<file path="src/rtl/riscv_pkg.sv">
// riscv_pkg: shared fetch-stage types and defaults.
package riscv_pkg;
    localparam int XLEN = 32;
    localparam logic [XLEN-1:0] RESET_PC = 32'h0000_0000;
    typedef enum logic [1:0] {BOOT, FETCH, DRAIN} fetch_state_t;
endpackage

</file>
<file path="src/rtl/fetch_skid_buf.sv">
// fetch_skid_buf: one-entry holding slot for a fetched word that IF/ID cannot take yet.
module fetch_skid_buf #(
    parameter int XLEN = riscv_pkg::XLEN
) (
    input  logic            clk,
    input  logic            rst_n,
    input  logic            clear,
    input  logic            load,
    input  logic            pop,
    input  logic [XLEN-1:0] load_pc,
    input  logic [XLEN-1:0] load_instr,
    output logic            valid,
    output logic [XLEN-1:0] pc,
    output logic [XLEN-1:0] instr
);
    logic            valid_q, valid_d;
    logic [XLEN-1:0] pc_q, pc_d, instr_q, instr_d;

    always_comb begin
        valid_d = clear ? 1'b0 : load ? 1'b1 : pop ? 1'b0 : valid_q;
        pc_d    = load ? load_pc : pc_q;
        instr_d = load ? load_instr : instr_q;
    end

    always_ff @(posedge clk or negedge rst_n) begin
        if (!rst_n) begin
            valid_q <= 1'b0;
            pc_q    <= '0;
            instr_q <= '0;
        end else begin
            valid_q <= valid_d;
            pc_q    <= pc_d;
            instr_q <= instr_d;
        end
    end

    assign valid = valid_q;
    assign pc    = pc_q;
    assign instr = instr_q;
endmodule

</file>
<file path="src/rtl/fetch_unit.sv">
// fetch_unit: IF stage with a one-deep skid buffer, branch redirect, and a drain
// state that swallows the response of a request abandoned by a taken branch.
module fetch_unit #(
    parameter int              XLEN     = riscv_pkg::XLEN,
    parameter logic [XLEN-1:0] RESET_PC = riscv_pkg::RESET_PC
) (
    input  logic            clk,
    input  logic            rst_n,
    input  logic            take_branch,
    input  logic [XLEN-1:0] branch_target,
    input  logic            stall,
    output logic            imem_req,
    output logic [XLEN-1:0] imem_addr,
    input  logic            imem_ready,
    input  logic [XLEN-1:0] imem_rdata,
    output logic            if_valid,
    output logic [XLEN-1:0] if_pc,
    output logic [XLEN-1:0] if_instr,
    output logic            flush_id,
    output logic            flush_ex
);
    import riscv_pkg::*;

    fetch_state_t    state_q, state_d;
    logic [XLEN-1:0] pc_q, pc_d, drain_addr_q, drain_addr_d;
    logic            if_valid_q, if_valid_d;
    logic [XLEN-1:0] if_pc_q, if_pc_d, if_instr_q, if_instr_d;
    logic            skid_valid, skid_load, skid_pop;
    logic [XLEN-1:0] skid_pc, skid_instr, target;
    logic            xfer, fetch_xfer, if_load, if_fill;

    assign xfer       = imem_req && imem_ready;
    assign fetch_xfer = xfer && (state_q == FETCH);
    assign if_load    = !(if_valid_q && stall);
    assign target     = branch_target & ~XLEN'(3);

    always_ff @(posedge clk or negedge rst_n) begin
        if (!rst_n) state_q <= BOOT;
        else        state_q <= state_d;
    end

    // A branch that catches a request mid-handshake must let it finish at the old address.
    always_comb begin
        state_d = state_q;
        case (state_q)
            BOOT:    state_d = FETCH;
            FETCH:   state_d = (take_branch && imem_req && !imem_ready) ? DRAIN : FETCH;
            DRAIN:   state_d = xfer ? FETCH : DRAIN;
            default: state_d = BOOT;
        endcase
    end

    always_comb begin
        imem_req  = (state_q == DRAIN) || (state_q == FETCH && !skid_valid);
        imem_addr = (state_q == DRAIN) ? drain_addr_q : pc_q;
        flush_id  = take_branch && rst_n;
        flush_ex  = take_branch && rst_n;
    end

    always_comb begin
        pc_d         = take_branch ? target : fetch_xfer ? pc_q + XLEN'(4) : pc_q;
        drain_addr_d = (state_q == DRAIN) ? drain_addr_q : pc_q;
        skid_load    = !take_branch && fetch_xfer && !if_load;
        skid_pop     = !take_branch && if_load && skid_valid;
        if_fill      = !take_branch && if_load && fetch_xfer;
        if_valid_d   = take_branch ? 1'b0 : if_load ? (skid_valid || fetch_xfer) : if_valid_q;
        if_pc_d      = skid_pop ? skid_pc : if_fill ? pc_q : if_pc_q;
        if_instr_d   = skid_pop ? skid_instr : if_fill ? imem_rdata : if_instr_q;
    end

    always_ff @(posedge clk or negedge rst_n) begin
        if (!rst_n) begin
            pc_q         <= RESET_PC;
            drain_addr_q <= RESET_PC;
            if_valid_q   <= 1'b0;
            if_pc_q      <= '0;
            if_instr_q   <= '0;
        end else begin
            pc_q         <= pc_d;
            drain_addr_q <= drain_addr_d;
            if_valid_q   <= if_valid_d;
            if_pc_q      <= if_pc_d;
            if_instr_q   <= if_instr_d;
        end
    end

    fetch_skid_buf #(.XLEN(XLEN)) u_skid (
        .clk        (clk),
        .rst_n      (rst_n),
        .clear      (take_branch),
        .load       (skid_load),
        .pop        (skid_pop),
        .load_pc    (pc_q),
        .load_instr (imem_rdata),
        .valid      (skid_valid),
        .pc         (skid_pc),
        .instr      (skid_instr)
    );

    assign if_valid = if_valid_q;
    assign if_pc    = if_pc_q;
    assign if_instr = if_instr_q;
endmodule

</file>
<file path="config.mk">
export PLATFORM = sky130hd
export DESIGN_NAME = fetch_unit
export DESIGN_NICKNAME = d
export VERILOG_FILES = /design/src/rtl/riscv_pkg.sv /design/src/rtl/fetch_skid_buf.sv /design/src/rtl/fetch_unit.sv
export SDC_FILE = /design/constraint.sdc
export NUM_CORES = 1
export LEC_CHECK = 0
export ABC_AREA = 1
export CAP_MARGIN = 5
export CORE_UTILIZATION = 60
export DETAILED_ROUTE_END_ITERATION = 8
export DONT_BUFFER_PORTS = 1
export PLACE_DENSITY = 0.73
export SYNTH_ARGS = -nofsm -noshare
export SYNTH_HDL_FRONTEND = slang
export SYNTH_SLANG_ARGS = --single-unit
export TNS_END_PERCENT = 5
</file>
<file path="constraint.sdc">
create_clock -name clk -period 1.9 [get_ports clk]
set_input_delay 0.38 -clock clk [delete_from_list [all_inputs] [get_ports clk]]
set_output_delay 0.38 -clock clk [all_outputs]
set_load 0.1 [all_outputs]
</file>
# Word level (Yosys, flattened, before mapping)
# Cells that the tools add are included.
[totals]
reg_bits = 196
latch_bits = 0
mem_bits_rw = 0
mem_bits_ro = 0
input_bits = 69
output_inout_bits = 100
word_cells = 50
memories = 0
[classes]
addsub = 1
multipliers = 0
n_div = 0
magnitude_cmp = 0
eq_ne = 3
shift = 0
n_mux = 15
bitwise_logic = 0
n_reduce_logical = 22
[ops]
columns = ["operator", "n"]
rows = [
  ["$mux 32", 7],
  ["$add 32x3->32 const B", 1],
  ["$logic_and 1x1->1", 12],
  ["$pmux 2 s3", 1],
  ["$mux 1", 5],
  ["$logic_not 1->1", 4],
  ["$mux 2", 2],
  ["$reduce_bool 2->1", 2],
  ["$reduce_bool 3->1", 1],
  ["$eq 2x1->1 const B", 1],
  ["$eq 2x2->1 const B", 1],
  ["$logic_not 2->1", 1],
  ["$logic_or 1x1->1", 2],
  ["$ne 2x2->1 const B", 1],
]

# Depth between registers and ports, before layout
[depth]
depth_word = 9
ltp_mapped = 10
depth_no_buf = 10

# Modules after synthesis
# Synthesis repeated with hierarchy kept, for this count alone.
[unflattened]
cells_unflattened = 1134
area_unflattened_um2 = 8891.0
[by_module_without_submodules]
columns = ["mod", "n_inst", "cells_per_inst", "area_each_um2", "seq_area_each_um2"]
rows = [
  ["fetch_unit", 1, 859, 6371.1, 3228.1],
  ["fetch_skid_buf", 1, 275, 2519.9, 1626.6],
]

# Worst setup path after synthesis
# Ideal clock, no wire load.
[synth_timing]
path_type = "reg2out"
from = "register state_q[0]"
to = "output port imem_addr[10]"
arrival_time_ns = 2.449
t_required_ns = 1.520
slack_ns = -0.929
path_stages_with_launch = 6
n_path_buf = 1
path_cell_list = "dfrtp_1 > inv_1 > nand2_1 > clkbuf_1 > nor2_1 > a21oi_1"
[synth_between]
elab_chain_cells = 2
[synth_lines]
columns = ["item", "line", "source"]
rows = [
  ["from (decl)", "fetch_unit.sv:24", "fetch_state_t state_q, state_d;"],
  ["from (signal assigned)", "fetch_unit.sv:39", "else state_q <= state_d;"],
  ["$eq 2x2->1", "fetch_unit.sv:55", "imem_addr = (state_q == DRAIN) ? drain_addr_q : pc_q;"],
  ["$mux 32", "-", ""],
  ["to (decl)", "fetch_unit.sv:13", "output logic [XLEN-1:0] imem_addr,"],
]
# No other way between the ends.

# Worst setup path in the final report
[layout_timing]
from = "register state_q[1]"
to = "output port imem_addr[26]"
# Same word-level chain as after synthesis.

==> impl_results.md <==
- Vias in the first global route: 6671
- Multiplexer share of the synthesized area: 0%
- R2R Path Start: state_q[1]$_DFF_PN0_
- Compound-Gate Fraction of Synth Area: 13.7%
- Post-DP HPWL: 13200 um
- PnR worst setup slack: -156 ps
- Ys Warns: 0
- Detail Route Antenna Nets: 0
- Sequential share of the synthesized area: 54.9%
- Yosys reg bits: 190
- CP max stage cell: dfrtp_2
- CP Launch Type: register
- Row Count: 43
- Initial antenna violation count: 0
- Post-route clock skew: 8.46 ps
- I/O pin total: 169
- Ant diodes: 0
- Largest family of logic cells by synthesized area: simple AND/OR/NAND/NOR gates
- Final Non-Filler Cells: 1334
- Core Region: 0.0140 mm2
- Full die area: 0.0149 mm2
- DRC: 0
- Placer Congestion: 0.956
- Crit Path Max Fanout: 7
- First-pass GRT wire length: 33700 um
- R2R Path End: pc_q[16]$_DFFE_PN0P_
- Register-to-Register Path Depth: 9
- CP Class: register to output pin
- Mapped Cells: 1060
- Clk sink count: 190
- Per-cell routed wire length: 16.7 um
- Tcrit/Tclk final: 108%
- Total power: 0.0172 W
- Starting density of the core: 61.9%
- Crit-path cells: nand2_4, clkbuf_16, nor2_2, a21oi_4, buf_12
- Die height: 122 um
- Highest clock rate: 486 MHz
- Routed WL: 22300 um
- CTS Buffer Depth: 2
- Synth cell types: 31
- Critical path arrival: 1680 ps
- Post-synthesis adder-cell area fraction: 0.145%
- R2R Setup Slk: 20 ps
- Worst hold path type: input pin to asynchronous set/reset pin
- Gr usage total: 29.6%
- Worst slew pin tran: 555 ps
- Avg Cell Area, Syn: 8.16 um2
- # H-tree levels: 4
- Root Buffer: clkbuf_16
- Grt total ovfl: 0
- Via/cell ratio: 5.58
- Final min period: 2060 ps
- Nets: 1211
- Synthesis-to-finish area growth: 28.1%
- Post-Synth XOR/XNOR Area: 1.11%
- Synth Cell Area: 0.00865 mm2
- Pwr Density: 1550 mW/mm2
- Iteration count of the initial detailed-routing pass: 5
- Clock Latency Late Sink: 430 ps
- CTS tree: done
- DIE WIDTH: 122 um
- # port buffers: 0
- CTS Buf Count: 17
- # placed instances: 1293
- Share of layout cells above drive strength 1: 20.3%
- Max-slew headroom: 62.9%
- Final slew viol count: 0
- Critical path endpoint category: output pin
- Commonest cells after routing, fill and taps aside: nand2_1 (322), dfrtp_1 (189), o21ai_0 (117)
- Clock-pin slew on the worst setup and hold paths: 60 ps
- VDD IR max: 0.701 mV
- Status: complete, but fails checks
- Crit-path max cell delay: 470 ps
- Final number of setup-violating endpoints: 33
- Pleak: 5.46 nW
- Final hold vios: 190
- Simple-Gate Fraction of Synth Area: 22.6%
- DR vias: 7439
- Unrepaired setup endpoints after global routing: true
- Violated checks: hold timing, setup timing
- Data required, critical path: 1520 ps
- Hold Slack: -352 ps
- Pin count of the biggest net entering global routing: 192
- Max_cap viols: 0
- Most common cell after layout, fill and taps aside: nand2_1
- 1st-iter DRT viols: 668
-- power breakdown --
part           switching [W]  internal [W]  leakage (nW)
clock                0.00149       0.00191         0.261
combinational        0.00618       0.00189          2.86
sequential          0.000534       0.00516          2.33
total                0.00820       0.00896          5.46
-- metrics by stage --
step                cell area [um2]  setup TNS [ps]  utilization, %  worst slack (ps)
global placement              10000               0            71.8               217
global route                  11100           -5710            79.3              -183
CTS                           10900           -3660            77.6              -134
detailed placement            10000               0            71.8               175
finish                        11100           -3480            79.3              -156
floorplan                      8850          -12440               -              -343
-- repair_timing --
item / 4_1_cts / 5_1_grt
setup endpoints to repair: 33 / 34
pin swaps: 3 / 20
resized for setup: 28 / 37
buffers inserted: 1 / 0
gates cloned: 3 / 5
endpoints found under the hold margin: 190 / 190
-- worst max path at each step --
stage	startpoint	to
after global routing	state_q[1]$_DFF_PN0_	imem_addr[26]
after CTS	state_q[0]$_DFF_PN0_	imem_addr[11]
after floorplan	state_q[0]$_DFF_PN0_	imem_addr[10]
final	state_q[1]$_DFF_PN0_	imem_addr[26]
after detailed placement	state_q[1]$_DFF_PN0_	pc_q[16]$_DFFE_PN0P_
after global placement	state_q[1]$_DFF_PN0_	pc_q[16]$_DFFE_PN0P_
-- per-layer routing --
metal	wire length [um]	track usage [%]
met1	9440	40.7
met2	10400	46.0
met3	1820	7.07
met4	568	10.9
met5	0	0
-- flip-flops by register name, summed over array words and instances (netlist names) --
register      cells
if_valid          1
pc_q             30
state_q           2
u_skid.pc        30
u_skid.instr     32
if_instr         32
u_skid.valid      1
drain_addr_q     32
if_pc            30
-- cells in the mapped netlist --
library cell | count | area share [%]
a21oi_2 | 1 | 0.10
nand3_2 | 1 | 0.12
conb_1 | 1 | 0.043
nand4_1 | 4 | 0.29
buf_6 | 10 | 1.3
nor2_2 | 6 | 0.43
clkbuf_1 | 26 | 1.1
ha_1 | 1 | 0.14
nor2_1 | 95 | 4.1
inv_2 | 4 | 0.17
xor2_1 | 11 | 1.1
o22ai_1 | 1 | 0.072
nand2_1 | 324 | 14
nor2_4 | 4 | 0.52
o21bai_1 | 6 | 0.52
buf_1 | 1 | 0.043
nand2_2 | 6 | 0.43
o221ai_1 | 1 | 0.10
clkinv_1 | 1 | 0.043
inv_1 | 82 | 3.6
nor3_1 | 3 | 0.17
buf_2 | 13 | 0.75
buf_4 | 5 | 0.43
a21oi_1 | 52 | 3.0
nand3_1 | 40 | 2.3
o21ai_1 | 48 | 2.8
o21ai_0 | 117 | 6.8
a31oi_1 | 2 | 0.14
dfrtp_1 | 190 | 55
nand2_4 | 1 | 0.13
o211ai_1 | 3 | 0.26
-- worst max-delay path: cells and delay by family, from the launching register on --
family	cells	cell delay, ps
compound gates	1	150
buf+inv	2	380
simple gates	2	240
flops	1	470
-- final cells by class --
| type | count | area [um2] |
|---|---|---|
| Clock buffer | 23 | 478 |
| Clock inverter | 9 | 86.3 |
| Fill cell | 909 | 2900 |
| Inverter | 87 | 333 |
| Multi-Input combinational cell | 730 | 3740 |
| Sequential cell | 190 | 4760 |
| Tap cell | 180 | 225 |
| Timing Repair Buffer | 115 | 1470 |
-- cell families (layout without fill, tap and decap cells) --
logic type	Yosys count	in the layout
AOI/OAI and AO/OA	231	231
xor gates and xnor gates	11	11
adders and majority gates	1	1
buffers and inverters	142	234
DFF	190	190
other	1	2
and+or+nand+nor	484	485
Note: power is estimated with default switching activity, not from simulation.
